File: src/rtl/game_flow_fsm_if.sv
// rtl/game_flow_fsm_if.sv - input events and screen outputs of the game flow sequencer
interface game_flow_fsm_if #(
    parameter int KEY_W  = 8,
    parameter int PAGE_W = 3
);
    logic              frame_tick;
    logic [KEY_W-1:0]  keycode;
    logic              battle_start;
    logic              player_dead;
    logic              battle_won;
    logic [3:0]        status;
    logic [PAGE_W-1:0] intro_page;
    logic              state_changed;

    modport master (
        output frame_tick, keycode, battle_start, player_dead, battle_won,
        input  status, intro_page, state_changed
    );

    modport slave (
        input  frame_tick, keycode, battle_start, player_dead, battle_won,
        output status, intro_page, state_changed
    );
endinterface

File: src/rtl/game_flow_fsm.sv
// rtl/game_flow_fsm.sv - TITLE / paged INTRO / OVERWORLD / BATTLE / GAMEOVER screen sequencer
module game_flow_fsm #(
    parameter int               KEY_W           = 8,
    parameter logic [KEY_W-1:0] ENTER_KEY       = 8'h28,
    parameter logic [KEY_W-1:0] BACK_KEY        = 8'h20,
    parameter int               INTRO_PAGES     = 4,
    parameter int               INTRO_FRAMES    = 240,
    parameter int               GAMEOVER_FRAMES = 120
) (
    input  logic          Clk,
    input  logic          Reset,
    game_flow_fsm_if.slave bus
);
    localparam int PAGE_W     = $clog2(INTRO_PAGES) + 1;
    localparam int MAX_FRAMES = (INTRO_FRAMES > GAMEOVER_FRAMES) ? INTRO_FRAMES : GAMEOVER_FRAMES;
    localparam int CNT_W      = $clog2(MAX_FRAMES + 1);

    typedef enum logic [2:0] {
        S_TITLE     = 3'd1,
        S_INTRO     = 3'd2,
        S_OVERWORLD = 3'd3,
        S_BATTLE    = 3'd4,
        S_GAMEOVER  = 3'd5
    } state_t;

    state_t            state, next_state;
    logic [PAGE_W-1:0] page, next_page;
    logic [CNT_W-1:0]  frame_cnt;
    logic [KEY_W-1:0]  prev_key;
    logic              changed_q;

    logic enter_press, back_press, intro_timeout, gameover_ready, last_page, moved;

    assign enter_press    = (bus.keycode == ENTER_KEY) && (prev_key != ENTER_KEY);
    assign back_press     = (bus.keycode == BACK_KEY) && (prev_key != BACK_KEY);
    assign intro_timeout  = bus.frame_tick && (frame_cnt == CNT_W'(INTRO_FRAMES - 1));
    assign gameover_ready = frame_cnt >= CNT_W'(GAMEOVER_FRAMES);
    assign last_page      = page == PAGE_W'(INTRO_PAGES - 1);

    always_comb begin
        next_state = state;
        next_page  = page;
        case (state)
            S_TITLE: begin
                if (enter_press) begin
                    next_state = S_INTRO;
                    next_page  = '0;
                end
            end
            S_INTRO: begin
                if (back_press) begin
                    next_state = S_TITLE;
                    next_page  = '0;
                end else if (enter_press || intro_timeout) begin
                    if (last_page) begin
                        next_state = S_OVERWORLD;
                        next_page  = '0;
                    end else begin
                        next_page = page + PAGE_W'(1);
                    end
                end
            end
            S_OVERWORLD: begin
                if (bus.battle_start)
                    next_state = S_BATTLE;
                else if (back_press)
                    next_state = S_TITLE;
            end
            S_BATTLE: begin
                if (bus.player_dead)
                    next_state = S_GAMEOVER;
                else if (bus.battle_won)
                    next_state = S_OVERWORLD;
            end
            S_GAMEOVER: begin
                // Presses during the hold are dropped, not queued.
                if (gameover_ready && enter_press)
                    next_state = S_TITLE;
            end
            default: begin
                next_state = S_TITLE;
                next_page  = '0;
            end
        endcase
    end

    assign moved = (next_state != state) || (next_page != page);

    always_ff @(posedge Clk or posedge Reset) begin
        if (Reset) begin
            state     <= S_TITLE;
            page      <= '0;
            frame_cnt <= '0;
            prev_key  <= '0;
            changed_q <= 1'b0;
        end else begin
            state     <= next_state;
            page      <= next_page;
            prev_key  <= bus.keycode;
            changed_q <= moved;
            if (moved)
                frame_cnt <= '0;
            else if (bus.frame_tick && (frame_cnt != '1))
                frame_cnt <= frame_cnt + CNT_W'(1);
        end
    end

    always_comb begin
        case (state)
            S_TITLE, S_INTRO, S_OVERWORLD, S_BATTLE, S_GAMEOVER: bus.status = {1'b0, state};
            default:                                             bus.status = 4'd0;
        endcase
    end

    assign bus.intro_page    = page;
    assign bus.state_changed = changed_q;
endmodule

File: src/flat_wrapper.sv
// flat-port wrapper written by rule: the top's interface ports become plain ports
module game_flow_fsm_flat 
#(
    parameter int               KEY_W           = 8,
    parameter logic [KEY_W-1:0] ENTER_KEY       = 8'h28,
    parameter logic [KEY_W-1:0] BACK_KEY        = 8'h20,
    parameter int               INTRO_PAGES     = 4,
    parameter int               INTRO_FRAMES    = 240,
    parameter int               GAMEOVER_FRAMES = 120
)
  (Clk, Reset, bus_frame_tick, bus_keycode, bus_battle_start, bus_player_dead, bus_battle_won, bus_status, bus_intro_page, bus_state_changed);
  game_flow_fsm_if #(.KEY_W(KEY_W)) bus_i ();
  input  logic Clk;
  input  logic Reset;
  input wire logic [$bits(bus_i.frame_tick)-1:0] bus_frame_tick;
  input wire logic [$bits(bus_i.keycode)-1:0] bus_keycode;
  input wire logic [$bits(bus_i.battle_start)-1:0] bus_battle_start;
  input wire logic [$bits(bus_i.player_dead)-1:0] bus_player_dead;
  input wire logic [$bits(bus_i.battle_won)-1:0] bus_battle_won;
  output wire logic [$bits(bus_i.status)-1:0] bus_status;
  output wire logic [$bits(bus_i.intro_page)-1:0] bus_intro_page;
  output wire logic [$bits(bus_i.state_changed)-1:0] bus_state_changed;
  assign bus_i.frame_tick = bus_frame_tick;
  assign bus_i.keycode = bus_keycode;
  assign bus_i.battle_start = bus_battle_start;
  assign bus_i.player_dead = bus_player_dead;
  assign bus_i.battle_won = bus_battle_won;
  assign bus_status = bus_i.status;
  assign bus_intro_page = bus_i.intro_page;
  assign bus_state_changed = bus_i.state_changed;
  game_flow_fsm #(.KEY_W(KEY_W), .ENTER_KEY(ENTER_KEY), .BACK_KEY(BACK_KEY), .INTRO_PAGES(INTRO_PAGES), .INTRO_FRAMES(INTRO_FRAMES), .GAMEOVER_FRAMES(GAMEOVER_FRAMES)) u_core (.Clk(Clk), .Reset(Reset), .bus(bus_i));
endmodule
File: config.mk
export PLATFORM = sky130hd
export DESIGN_NAME = game_flow_fsm_flat
export DESIGN_NICKNAME = d
export VERILOG_FILES = /design/src/rtl/game_flow_fsm_if.sv /design/src/rtl/game_flow_fsm.sv /design/src/flat_wrapper.sv
export SDC_FILE = /design/constraint.sdc
export NUM_CORES = 1
export LEC_CHECK = 0
export CORE_MARGIN = 3
export CORE_UTILIZATION = 55
export CTS_BUF_LIST = sky130_fd_sc_hd__clkbuf_4
export CTS_CLUSTER_DIAMETER = 40
export DETAILED_ROUTE_END_ITERATION = 8
export PLACE_DENSITY_LB_ADDON = 0.08
export SETUP_SLACK_MARGIN = 0.05
export SLEW_MARGIN = 10
export SYNTH_ARGS = -nofsm -noshare
export SYNTH_HDL_FRONTEND = slang
export SYNTH_SLANG_ARGS = --single-unit
export TNS_END_PERCENT = 10
File: constraint.sdc
create_clock -name Clk -period 3.81 [get_ports Clk]
set_input_delay 1.143 -clock Clk [delete_from_list [all_inputs] [get_ports Clk]]
set_output_delay 1.143 -clock Clk [all_outputs]
set_load 0.02 [all_outputs]
Word level (Yosys, flattened, before mapping)
Cells that the tools add are included.
{"block": "word_totals", "ff_bits": 23, "latch_bits": 0, "ramBits": 0, "rom_bits": 0, "memories": 0}
{"block": "op_classes", "addsub": 2, "multipliers": 0, "n_div": 0, "n_lt_le_gt_ge": 1, "eq_ne": 14, "shifts": 0, "mux": 18, "bitwise_logic": 0, "reduce_logical": 10}
{"operator": "3-bit 2-to-1 mux", "count": 14}
{"operator": "8-bit by 6-bit equality test with 1-bit output (second input constant)", "count": 2}
{"operator": "8-bit 2-to-1 mux", "count": 2}
{"operator": "8-bit by 6-bit != test with 1-bit output (second input constant)", "count": 2}
{"operator": "3-bit one-hot mux with 5 select lines", "count": 1}
{"operator": "3-bit by 2-bit equality test with 1-bit output (second input constant)", "count": 3}
{"operator": "3-bit one-hot mux with 3 select lines", "count": 1}
{"operator": "8-bit by 1-bit adder with 8-bit output (second input constant)", "count": 1}
{"operator": "8-bit equality test (second input constant)", "count": 1}
{"operator": "8-bit by 7-bit greater-or-equal comparator with 1-bit output (second input constant)", "count": 1}
{"operator": "8-bit != test (second input constant)", "count": 1}
{"operator": "3-bit equality test (second input constant)", "count": 2}
{"operator": "3-bit != test", "count": 2}
{"operator": "1-bit logical AND", "count": 5}
{"operator": "5-bit OR reduction", "count": 1}
{"operator": "3-bit by 1-bit adder with 3-bit output (second input constant)", "count": 1}
{"operator": "3-bit by 1-bit equality test with 1-bit output (second input constant)", "count": 1}
{"operator": "3-bit OR reduction", "count": 1}
{"operator": "1-bit logical OR", "count": 2}
{"operator": "2-bit nonzero test", "count": 1}

Depth between registers and ports, before layout
{"block": "logic_depth", "ltp_word": 9, "depth_mapped": 8, "mapped_depth_nobuf": 8}

Worst setup path before layout
No wires, ideal clock.
{"block": "synth_path", "kind": "in2reg", "start": "in bus_keycode[4]", "end": "reg u_core.frame_cnt[1]", "setup_time_ns": 0.131, "arrival_ns": 2.796, "t_required_ns": 3.679, "slack_ns": 0.883, "path_stages": 7, "path_buffers": 0, "path_cell_list": "or4b_4 -> nor4_4 -> a41oi_2 -> a2111oi_4 -> o31ai_2 -> o2111ai_4 -> nor2_1"}
{"block": "synth_between", "elab_chain_cells": 9, "elab_cells_between_ends": 22, "cone_classes": "4 x eq/ne; 12 x mux; 6 x reduce/logical"}
{"item": "start: declaration", "line_no": "flat_wrapper.sv:16", "text": "input wire logic [$bits(bus_i.keycode)-1:0] bus_keycode;"}
{"item": "8-bit by 6-bit equality test with 1-bit output", "line_no": "game_flow_fsm.sv:34", "text": "assign enter_press = (bus.keycode == ENTER_KEY) && (prev_key != ENTER_KEY);"}
{"item": "1-bit logical AND", "line_no": "game_flow_fsm.sv:34"}
{"item": "1-bit logical OR", "line_no": "game_flow_fsm.sv:54", "text": "end else if (enter_press || intro_timeout) begin"}
{"item": "3-bit 2-to-1 mux", "line_no": "game_flow_fsm.sv:54"}
{"item": "3-bit 2-to-1 mux", "line_no": "game_flow_fsm.sv:51", "text": "if (back_press) begin"}
{"item": "3-bit one-hot mux with 5 select lines or 3-bit one-hot mux with 3 select lines (tied branches)", "line_no": "game_flow_fsm.sv:43", "text": "case (state)"}
{"item": "3-bit != test", "line_no": "game_flow_fsm.sv:87", "text": "assign moved = (next_state != state) || (next_page != page);"}
{"item": "1-bit logical OR *", "line_no": "game_flow_fsm.sv:87"}
{"item": "via u_core.moved", "line_no": "game_flow_fsm.sv:32", "text": "logic enter_press, back_press, intro_timeout, gameover_ready, last_page, moved;"}
{"item": "8-bit 2-to-1 mux or 2-bit nonzero test (tied branches)"}
{"item": "end signal: assignment", "line_no": "game_flow_fsm.sv:104", "text": "frame_cnt <= frame_cnt + CNT_W'(1);"}
{"item": "end: declaration", "line_no": "game_flow_fsm.sv:28", "text": "logic [CNT_W-1:0] frame_cnt;"}
The timed path passes the listed nets; every way through them passes the cells marked *.
A chain may end at the register's enable or synchronous reset.

Worst setup path after layout
{"block": "layout_path", "start": "in bus_keycode[4]", "end": "reg u_core.frame_cnt[2]"}
The elaborated chain is that of the path after synthesis.

==> summary.txt <==
hold_buf cts = 0
combinational power share = 23.6%
core area = 2250 um2
number of synthesized flops with an enable pin = 0
Ys Warns = 0
Pleak = 0.000632 uW
Slew @ Worst Pin = 0.832 ns
Root Buffer = clkbuf_4
starting density of the core = 59.0%
Top-Level Pins = 22
CTS tree = built
CTS resizes = 0
Mapped Area = 1330 um2
Initial DRC Count = 35
final hold slack = 0.572 ns
Residual DRC = 0
Worst EP required = 4.01 ns
register clock-pin slew on the reported worst setup and hold paths = 0.13 ns
maximum vdd drop = 0.312 mV
Area contributors post-synth = dfrtp_1, nor2_1, ha_1
DR vias = 1094
Net Sw Frac = 31.3%
final setup fails = 0
multi-input logic area = 701 um2
Avg Vias per Cell = 6.01
outcome = finished clean
RSZ-0062 raised after global routing = no
Post-Syn Instances = 134
Area growth syn-to-layout = 18.1%
TritonCTS Buffers = 3
diode count = 0
WP data arrival = 3.40 ns
total track usage = 18.3%
Hold Path Depth = 1
Die Y-Extent = 55.2 um
clk_skew = 0.00679 ns
Pwr Total = 545 uW
Startpoint Class = primary input
CTS H-tree depth = 1
Post-DP HPWL = 1970 um
CP delay by family, top = simple AND/OR/NAND/NOR gates
WL/cell = 14.2 um
Tmin final = 3.20 ns
Synth area leader = dfrtp_1
number of fill cells = 172
number of global-route vias before repair = 1092
CTS max path bufs = 2
max_cap viols = 0
Die Wd = 55.2 um
Row Count = 17
clock power share = 21.2%
number of buffers and inverters on the critical path = 1
cells on worst reg2reg path = 7
most frequent cells in the layout = dfrtp_1, clkdlybuf4s50_1, nor2_1
sequential power share = 55.1%
average instance area after synthesis = 9.93 um2
Hold WC Path Type = reg2reg
Yosys reg bits = 23
share of layout cells above drive strength 1 = 9.74%
global-route wire length before repair = 4570 um
CP max-delay cell = or4b_4
Port Buffers = 20
antenna violations before repair = 0
worst-path maximum fanout = 9
switching pwr = 170 uW
sequential share of the synthesized area = 43.3%
CP peak stage delay = 0.57 ns
top cell type's share of synthesized area = 41.4%
1st-pass router iterations = 4
most common cell after layout, fill and taps aside = dfrtp_1
# clock sinks = 23
Distinct cells, synth = 50
max-slew violations = 0
Pwr per Cell Area = 346 nW/um2
largest net degree at the start of global routing = 24
crit share post-route = 84.1%
area taken by flip-flops and latches = 577 um2
Final TNS setup = 0 ns
syn_nets = 151
Net count, final = 172
WL final = 2580 um
GP Congestion = 0.849
Post CTS Setup Buffer Count = 0
Hold Fails Final Rpt = 0
Async SR Flop Fraction = 100%
kind of critical path = in2reg
Antenna Violating Nets Remaining = 0
Pint = 374 uW
CP Capture Type = flip-flop
max frequency = 312 MHz
grt ovf = 0
worst skew pair latency = 0.31 ns
Main synth FF type = dfrtp_1
Slew headroom = 44.5%
Crit path depth = 8
crit path cell chain = clkdlybuf4s50_1 > or4b_4 > nor4_4 > nand3_2 > a2111oi_4 > o31ai_2 > o2111ai_4 > nor2_1
die area = 3050 um2
-- cell usage after synthesis, types with 2 or more instances --
library cell / n
dfrtp_1: 22
nor2_1: 14
nand2_1: 10
inv_1: 8
a21oi_1: 7
nand3_1: 4
nor2b_1: 4
nor3_1: 4
xor2_1: 4
a31oi_1: 3
a32o_1: 3
ha_1: 3
nand4_1: 3
o21ai_0: 3
xnor2_1: 3
and2_1: 2
buf_4: 2
nand2b_1: 2
o22ai_1: 2
-- power by group through the flow --
stage               Combinational (uW)  Sequential, uW  Clock (uW)
floorplan                         82.6             302           0
global placement                   127             304           0
detailed placement                 130             305           0
CTS                                131             300         118
global route                       147             303         125
finish                             129             300         116
-- final timing paths --
path,startpoint,to,slack (ns)
worst max-delay path,bus_keycode[4],u_core.frame_cnt[2],0.61
worst min-delay path,u_core.bus.intro_page[1],u_core.bus.intro_page[1],0.57
min in group asynchronous,Reset,u_core.frame_cnt[3],1.28
worst min register to register,u_core.bus.intro_page[1],u_core.bus.intro_page[1],0.57
max in group asynchronous,Reset,u_core.prev_key[0],2.02
worst max register to register,u_core.prev_key[4],u_core.frame_cnt[2],1.43
-- sequential cells by signal, indices dropped and copies added, names as in the netlist --
register,cells
u_core.prev_key,8
u_core.bus.state_changed,1
u_core.frame_cnt,8
u_core.state,3
u_core.bus.intro_page,3
-- final cells by class --
type | instances | area share, %
Clock inverter | 1 | 0.477
Sequential cell | 23 | 36.7
Clock buffer | 3 | 1.43
Multi-Input combinational cell | 99 | 44.6
Inverter | 8 | 1.91
Tap cell | 28 | 2.23
Timing Repair Buffer | 20 | 12.7
-- kinds of logic after synthesis --
kind of cell             after synthesis  synth area share [%]
AND/OR/NAND/NOR                       55                  23.4
AO/OA/AOI/OAI                         33                  21.5
flip-flops                            23                  43.3
buffers and inverters                 12                  4.04
XOR/XNOR                               7                  4.61
adder cells (fa/ha/maj)                3                  2.82
other                                  1                 0.282
-- per-stage QoR --
| stage | cells | util [%] | setup WS (ns) | cell area (um2) |
|---|---|---|---|---|
| global placement | 178 | 68.4 | 0.326 | 1540 |
| global route | 182 | 69.8 | 0.465 | 1570 |
| floorplan | 134 | - | 0.883 | 1330 |
| finish | 182 | 69.8 | 0.607 | 1570 |
| detailed placement | 178 | 68.4 | 0.245 | 1540 |
| CTS | 182 | 69.8 | 0.602 | 1570 |
-- layer usage --
metal | track usage, % | wire (um)
met4 | 7.64 | 36
met2 | 31.3 | 1220
met5 | 0 | 0
met1 | 22.4 | 1190
met3 | 3.74 | 134
No activity file was read; power rests on OpenSTA's default activity.
